==> config.mk <==
export PLATFORM = sky130hd
export DESIGN_NAME = key_event_fifo
export DESIGN_NICKNAME = d
export VERILOG_FILES = /design/src/rtl/key_event_fifo.sv
export SDC_FILE = /design/constraint.sdc
export NUM_CORES = 1
export LEC_CHECK = 0
export BUFFER_PORTS_ARGS = -buffer_cell sky130_fd_sc_hd__buf_4
export CORE_ASPECT_RATIO = 2
export CORE_UTILIZATION = 50
export CTS_CLUSTER_DIAMETER = 100
export CTS_CLUSTER_SIZE = 40
export DETAILED_ROUTE_END_ITERATION = 16
export PLACE_DENSITY = 0.69
export SLEW_MARGIN = 10
export SYNTH_ARGS = -nofsm -noshare
export SYNTH_HDL_FRONTEND = slang
export SYNTH_SLANG_ARGS = --single-unit
==> constraint.sdc <==
create_clock -name clk -period 4.9 [get_ports clk]
set_clock_uncertainty 0.2 [all_clocks]
set_input_delay 0.98 -clock clk [delete_from_list [all_inputs] [get_ports clk]]
set_output_delay 0.98 -clock clk [all_outputs]
set_load 0.01 [all_outputs]
==> src/rtl/key_event_fifo.sv <==
// rtl/key_event_fifo.sv - debounced key press events queued in a FWFT FIFO
// Synchronises {GS,L}, debounces it, emits one event per press and queues the digit.
module key_event_fifo #(
    parameter int DEB_CYCLES = 4,
    parameter int FIFO_DEPTH = 4,
    parameter int AW         = 2
) (
    input  logic          clk,
    input  logic          rst_n,
    input  logic [3:0]    L,
    input  logic          GS,
    input  logic          key_ready,
    input  logic          clr_ovf,
    output logic          key_valid,
    output logic [3:0]    key_code,
    output logic [AW:0]   fifo_count,
    output logic          overflow
);

    localparam int CW = $clog2(DEB_CYCLES + 1);
    localparam logic [CW-1:0] CNT_LAST = CW'(DEB_CYCLES - 1);
    localparam logic [CW-1:0] CNT_SAT  = CW'(DEB_CYCLES);
    localparam logic [AW:0]   DEPTH    = (AW+1)'(FIFO_DEPTH);

    typedef enum logic {IDLE, HELD} state_t;

    logic [4:0]    sync1_q, sync2_q;
    logic [4:0]    cand_q, cand_d;
    logic [CW-1:0] cnt_q, cnt_d;
    logic [4:0]    stable_q, stable_d;
    state_t        state_q, state_d;
    logic [3:0]    mem_q [FIFO_DEPTH];
    logic [AW-1:0] wr_ptr_q, rd_ptr_q;
    logic [AW:0]   count_q, count_d;
    logic          ovf_q, ovf_d;

    logic          stable_gs;
    logic [3:0]    stable_code;
    logic          press_event;
    logic          push_req, push_ok, pop, full, ovf_set;

    // Two-flop synchroniser for the asynchronous encoder outputs
    always_ff @(posedge clk or negedge rst_n) begin
        if (!rst_n) begin
            sync1_q <= '0;
            sync2_q <= '0;
        end else begin
            sync1_q <= {GS, L};
            sync2_q <= sync1_q;
        end
    end

    always_comb begin
        cand_d   = cand_q;
        cnt_d    = cnt_q;
        stable_d = stable_q;
        if (sync2_q != cand_q) begin
            cand_d = sync2_q;
            cnt_d  = '0;
        end else if (cnt_q == CNT_LAST) begin
            stable_d = cand_q;
            cnt_d    = CNT_SAT;
        end else if (cnt_q < CNT_LAST) begin
            cnt_d = cnt_q + 1'b1;
        end
    end

    always_ff @(posedge clk or negedge rst_n) begin
        if (!rst_n) begin
            cand_q   <= '0;
            cnt_q    <= '0;
            stable_q <= '0;
        end else begin
            cand_q   <= cand_d;
            cnt_q    <= cnt_d;
            stable_q <= stable_d;
        end
    end

    assign stable_gs   = stable_q[4];
    assign stable_code = stable_q[3:0];

    // A code change while still held (second key) is deliberately not an event
    always_comb begin
        state_d     = state_q;
        press_event = 1'b0;
        case (state_q)
            IDLE: begin
                if (stable_gs) begin
                    press_event = 1'b1;
                    state_d     = HELD;
                end
            end
            HELD: begin
                if (!stable_gs) begin
                    state_d = IDLE;
                end
            end
            default: state_d = IDLE;
        endcase
    end

    always_ff @(posedge clk or negedge rst_n) begin
        if (!rst_n) begin
            state_q <= IDLE;
        end else begin
            state_q <= state_d;
        end
    end

    assign full     = (count_q == DEPTH);
    assign pop      = key_valid && key_ready;
    assign push_req = press_event && (stable_code <= 4'd9);
    assign push_ok  = push_req && (!full || pop);
    assign ovf_set  = push_req && full && !pop;

    always_comb begin
        count_d = count_q;
        case ({push_ok, pop})
            2'b10:   count_d = count_q + 1'b1;
            2'b01:   count_d = count_q - 1'b1;
            default: count_d = count_q;
        endcase
    end

    // Set has priority over clear so a drop is never silently lost
    always_comb begin
        ovf_d = ovf_q;
        if (ovf_set) begin
            ovf_d = 1'b1;
        end else if (clr_ovf) begin
            ovf_d = 1'b0;
        end
    end

    always_ff @(posedge clk or negedge rst_n) begin
        if (!rst_n) begin
            for (int i = 0; i < FIFO_DEPTH; i++) begin
                mem_q[i] <= '0;
            end
            wr_ptr_q <= '0;
            rd_ptr_q <= '0;
            count_q  <= '0;
            ovf_q    <= 1'b0;
        end else begin
            if (push_ok) begin
                mem_q[wr_ptr_q] <= stable_code;
                wr_ptr_q        <= wr_ptr_q + 1'b1;
            end
            if (pop) begin
                rd_ptr_q <= rd_ptr_q + 1'b1;
            end
            count_q <= count_d;
            ovf_q   <= ovf_d;
        end
    end

    assign key_valid  = (count_q != '0);
    assign key_code   = mem_q[rd_ptr_q];
    assign fifo_count = count_q;
    assign overflow   = ovf_q;

endmodule
After elaboration in Yosys (flattened, before gate mapping)
Index checks and enable logic that the tools add are counted.
{"block": "classes", "n_addsub": 5, "order_cmp": 5, "eq_ne": 5, "mux": 14, "bitwise": 3, "n_reduce_logical": 14}
{"operator": "$bwmux 16", "n": 1}
{"operator": "$mux 4", "n": 3}
{"operator": "$mux 3", "n": 3}
{"operator": "$bmux 4 s2", "n": 1}
{"operator": "$demux 4 s2", "n": 1}
{"operator": "$add 3x1->3 const B", "n": 2}
{"operator": "$ge 3x3->1 const B", "n": 2}
{"operator": "$logic_and 1x1->1", "n": 6}
{"operator": "$not 2->3", "n": 2}
{"operator": "$pmux 3 s2", "n": 1}
{"operator": "$reduce_bool 3->1", "n": 2}
{"operator": "$ne 5x5->1", "n": 1}
{"operator": "$add 2x1->2 const B", "n": 2}
{"operator": "$le 4x4->1 const B", "n": 1}
{"operator": "$mux 1", "n": 4}
{"operator": "$reduce_bool 2->1", "n": 2}
{"operator": "$eq 3x2->1 const B", "n": 1}
{"operator": "$eq 3x3->1 const B", "n": 1}
{"operator": "$lt 3x1->1 const B", "n": 1}
{"operator": "$lt 3x2->1 const B", "n": 1}
{"operator": "$sub 3x1->3 const B", "n": 1}
{"operator": "$eq 2x1->1 const B", "n": 1}
{"operator": "$eq 2x2->1 const B", "n": 1}
{"operator": "$logic_not 1->1", "n": 2}
{"operator": "3 further kinds", "n": 3}
{"block": "totals", "regBits": 48, "inputBits": 9, "output_inout_bits": 9}

Logic depth before layout (Yosys ltp)
{"block": "depth", "depth_word": 6, "mapped_depth": 7, "ltp_nobuf": 7}

Worst setup path after synthesis
OpenSTA, ideal clock, no wires.
{"block": "synth_path", "path_kind": "input -> register", "start": "input key_ready", "end": "register count_q[1] (netlist: fifo_count[1])", "setup_ps": 123, "arrival_ps": 2241, "path_slack_ps": 2337, "path_stages": 5, "cell_sequence": "clkbuf_1 -> o31ai_1 -> nor2_1 -> fa_1 -> o221a_2"}
{"block": "synth_via", "elab_chain_cells": 5, "elab_cells_between_ends": 7, "cone_classes": "eq/ne (2); mux (1); reduce/logical (4)"}
{"item": "start, declared", "line": "12", "text": "input logic key_ready,"}
{"item": "$logic_and 1x1->1 *", "line": "112", "text": "assign pop = key_valid && key_ready;"}
{"item": "$logic_or 1x1->1", "line": "114", "text": "assign push_ok = push_req && (!full || pop);"}
{"item": "$logic_and 1x1->1", "line": "114"}
{"item": "$eq 2x1->1 / $eq 2x2->1 (equally long branches)", "line": "119", "text": "case ({push_ok, pop})"}
{"item": "$pmux 3 s2 *", "line": "119"}
{"item": "named net count_d[1]", "line": "34", "text": "logic [AW:0] count_q, count_d;"}
{"item": "end signal, assigned", "line": "153", "text": "count_q <= count_d;"}
{"item": "end, declared", "line": "34"}
Mark *: on every way through the listed nets, which the timed path passes. The rest lies on a longest branch.
A chain may end at the register's enable or synchronous reset.

Final worst setup path
{"block": "layout_path", "start": "register rd_ptr_q[0]", "end": "output key_code[0]"}
{"block": "layout_via", "elab_chain_cells": 4}
{"item": "start, declared", "line": "33", "text": "logic [AW-1:0] wr_ptr_q, rd_ptr_q;"}
{"item": "start signal, assigned", "line": "151", "text": "rd_ptr_q <= rd_ptr_q + 1'b1;"}
{"item": "$not 2->3 (not written as such)", "line": "159", "text": "assign key_code = mem_q[rd_ptr_q];"}
{"item": "$bmux 4 s2", "line": "159"}
{"item": "$mux 4 (not written as such) (2 in series)", "line": "159"}
{"item": "end, declared", "line": "15", "text": "output logic [3:0] key_code,"}
Every way passes these cells. The select of a mux whose other input is x is not followed.

==> results.md <==
- Status: completed
- Mapped cell area: 2026 sq um
- RSZ-0062 raised after global routing: false
- Root Buffer: clkbuf_8
- Post-DR wirelength/cell: ~15 um
- Die W: 47.01 um
- GR Overflow Total: 0
- Yosys Warn Count: 0
- Leakage: 1.070 nW
- Post-CTS Setup Inserts: 0
- Largest net degree at the start of global routing: 49
- HP Class: reg -> reg
- First-pass GRT wire length: 5451 um
- Yosys reg bits: 48
- Final Hold Fails: 0
- GPL Wtd Cong: 0.7808
- Setup crit end: key_code[0]
- Synth area leader: dfrtp_1
- Slew @ Worst Pin: roughly 0.6 ns
- DRT iter0 DRCs: 26
- Post-DRT Antenna Nets: 0
- Initial Utilization: 0.5216
- Worst VDD drop: 243.5 uV
- Via density: 5.366
- Post_cts resized: 0
- Setup crit end kind: output port
- CP arrival: 1.54 ns
- Slew Limit Fails: 0
- Syn avg cell area: 13.78 sq um
- Critical R2R Capture: fifo_count[2]
- Max Cap Violations: 0
- Distinct cells, synth: 31
- Synth top area cells: dfrtp_1 (59%), mux2_2 (12%), mux4_2 (4.4%), ha_1 (3.7%), xnor2_1 (2.2%)
- Drt drc: 0
- Pre-Repair DR Iteration Count: 4
- Via count: 1,159
- Register area share after synthesis: 0.5930
- Top-area cell type share of the netlist area: 0.5930
- Hold-fix buffers, CTS: 0
- R2r worst-path depth: 6
- Initial antenna violation count: 0
- Die Span Y: 92.02 um
- Sinks on Clock Net: between 40 and 50
- Longest Clk Path Bufs: 2
- Die area: 4325 sq um
- Worst-Skew Late Latency: approximately 0.29 ns
- Reg2reg setup slack: 2.44 ns
- Core area: 3884 sq um
- RR Startpoint: fifo_count[0]
- Rel. slew slack: 0.5964
- H-tree Lvls: 2
- Io pins: 18
- Register clock-pin slew on the reported worst setup and hold paths: 0.08 ns
- Crit Path Category: reg -> out
- Crit path launch type: register
- CP max FO: 6
- Share of layout cells above drive strength 1: 0.3152
- Hold WS: 0.1563 ns
- CP required: between 3 and 4 ns
- Final min period: about 2.7 ns
- Synth Instances: 147
- PD cells: 375.6 nW/um^2
- Total negative setup slack: 0 ns
- # rows: 32
- Final setup vio count: 0
- Syn-to-layout area delta: 12.79%
- Synthesized Nets: 163
- Worst setup path startpoint: rd_ptr_q[0]
- Ant. Diodes: 0
- Vias in the first global route: ~1,200
- Final worst-path cycle share: 0.5556
- CTS tree: done
- Final #Nets: 180
- GRT Overall Usage: 0.1787
- Final wirelength: 3255 um
- Fmax: 367.3 MHz
- CTS Buf Count: 5
- Detail Placement HPWL: 2461 um
- Port bufs: 17
-- Yosys cell counts, drive strengths merged --
cell type	count
o21bai	1
a211oi	1
nor4b	1
a21boi	1
mux4	4
xor2	5
fa	1
a31oi	1
o221a	1
o21ai	5
a21oi	4
clkbuf	7
nor2b	2
dfrtp	48
inv	5
nand2b	1
nand4	1
nand3	1
mux2	21
ha	6
o21a	1
a311oi	1
a2111oi	1
nor3	3
nand2	8
xnor2	5
or3	2
o31ai	2
nor2	6
a22o	1
-- where the power goes --
group	total [mW]	switching [mW]	internal, mW
Combinational	0.150	0.0629	0.0869
Clock	0.232	0.117	0.115
Sequential	0.476	0.0537	0.423
Total	0.858	0.234	0.624
-- cells in the final DEF, fill, tap and decap left out, types with 4 or more instances in the layout --
master / n
buf_4: 17
mux4_2: 4
ha_1: 6
nor2_1: 6
xor2_1: 5
xnor2_1: 5
nand2_1: 8
mux2_2: 21
a21oi_1: 4
dfrtp_1: 48
clkbuf_8: 6
inv_1: 5
o21ai_0: 5
-- area by class of cell --
class                      instances  area (sq um)
fill                             334          1599
sequential                        48          1201
inverter                           5         18.77
timing repair buffer              17         127.6
multi-input combinational         87         779.5
tap                               51         63.81
clock inverter                     1         7.507
clock buffer                       7         86.33
-- sequential cells by signal (all words and copies together), names as in the netlist --
signal / cells
sync2_q: 5
fifo_count: 3
state_q: 1
cand_q: 5
wr_ptr_q: 2
mem_q: 16
stable_q: 5
overflow: 1
sync1_q: 5
rd_ptr_q: 2
cnt_q: 3
-- per-stage QoR --
| step | std cells | util | instance area [sq um] | power (mW) | setup WS, ns |
|---|---|---|---|---|---|
| final | 216 | 0.5883 | 2285 | 0.8582 | 2.178 |
| after global routing | 216 | 0.5883 | 2285 | 0.9075 | 2.104 |
| after CTS | 216 | 0.5883 | 2285 | 0.8719 | 2.131 |
| after detailed placement | 208 | 0.5641 | 2191 | 0.6359 | 2.249 |
| after global placement | 208 | 0.5641 | 2191 | 0.6269 | 2.364 |
| after floorplan | 147 | - | 2026 | 0.5737 | 2.337 |
-- kinds of logic (layout without fill, tap and decap cells) --
kind of cell	after synthesis	count (layout)	share of synthesized area
AND/OR/NAND/NOR	25	25	0.06733
adder cells (fa/ha/maj)	7	7	0.04694
buffers and inverters	12	30	0.02224
multiplexers	25	25	0.1612
AO/OA/AOI/OAI	20	20	0.06610
XOR/XNOR	10	10	0.04323
flip-flops	48	48	0.5930
-- worst max-delay path: stages, from the launching register on --
cell and delay (ns):
dfrtp_1 0.56, mux4_2 0.55, buf_4 0.15
-- routing by layer --
layer  share of wire  wire length [um]  GRT usage
met5               0                 0          0
met4           0.017                56    0.06429
met3           0.025                80    0.03543
met2            0.58              1899     0.3056
met1            0.37              1219     0.2095
-- how the worst min path moves through the flow --
stage               slack, ns  startpoint          to  depth (start not counted)
finish                   0.16  sync1_q[0]  sync2_q[0]                          0
global route             0.16  sync1_q[0]  sync2_q[0]                          0
CTS                      0.16  sync1_q[0]  sync2_q[0]                          0
detailed placement       0.14  sync1_q[4]  sync2_q[4]                          0
global placement         0.14  sync1_q[2]  sync2_q[2]                          0
floorplan                0.13  sync1_q[0]  sync2_q[0]                          0
Note: power is estimated with default switching activity, not from simulation.
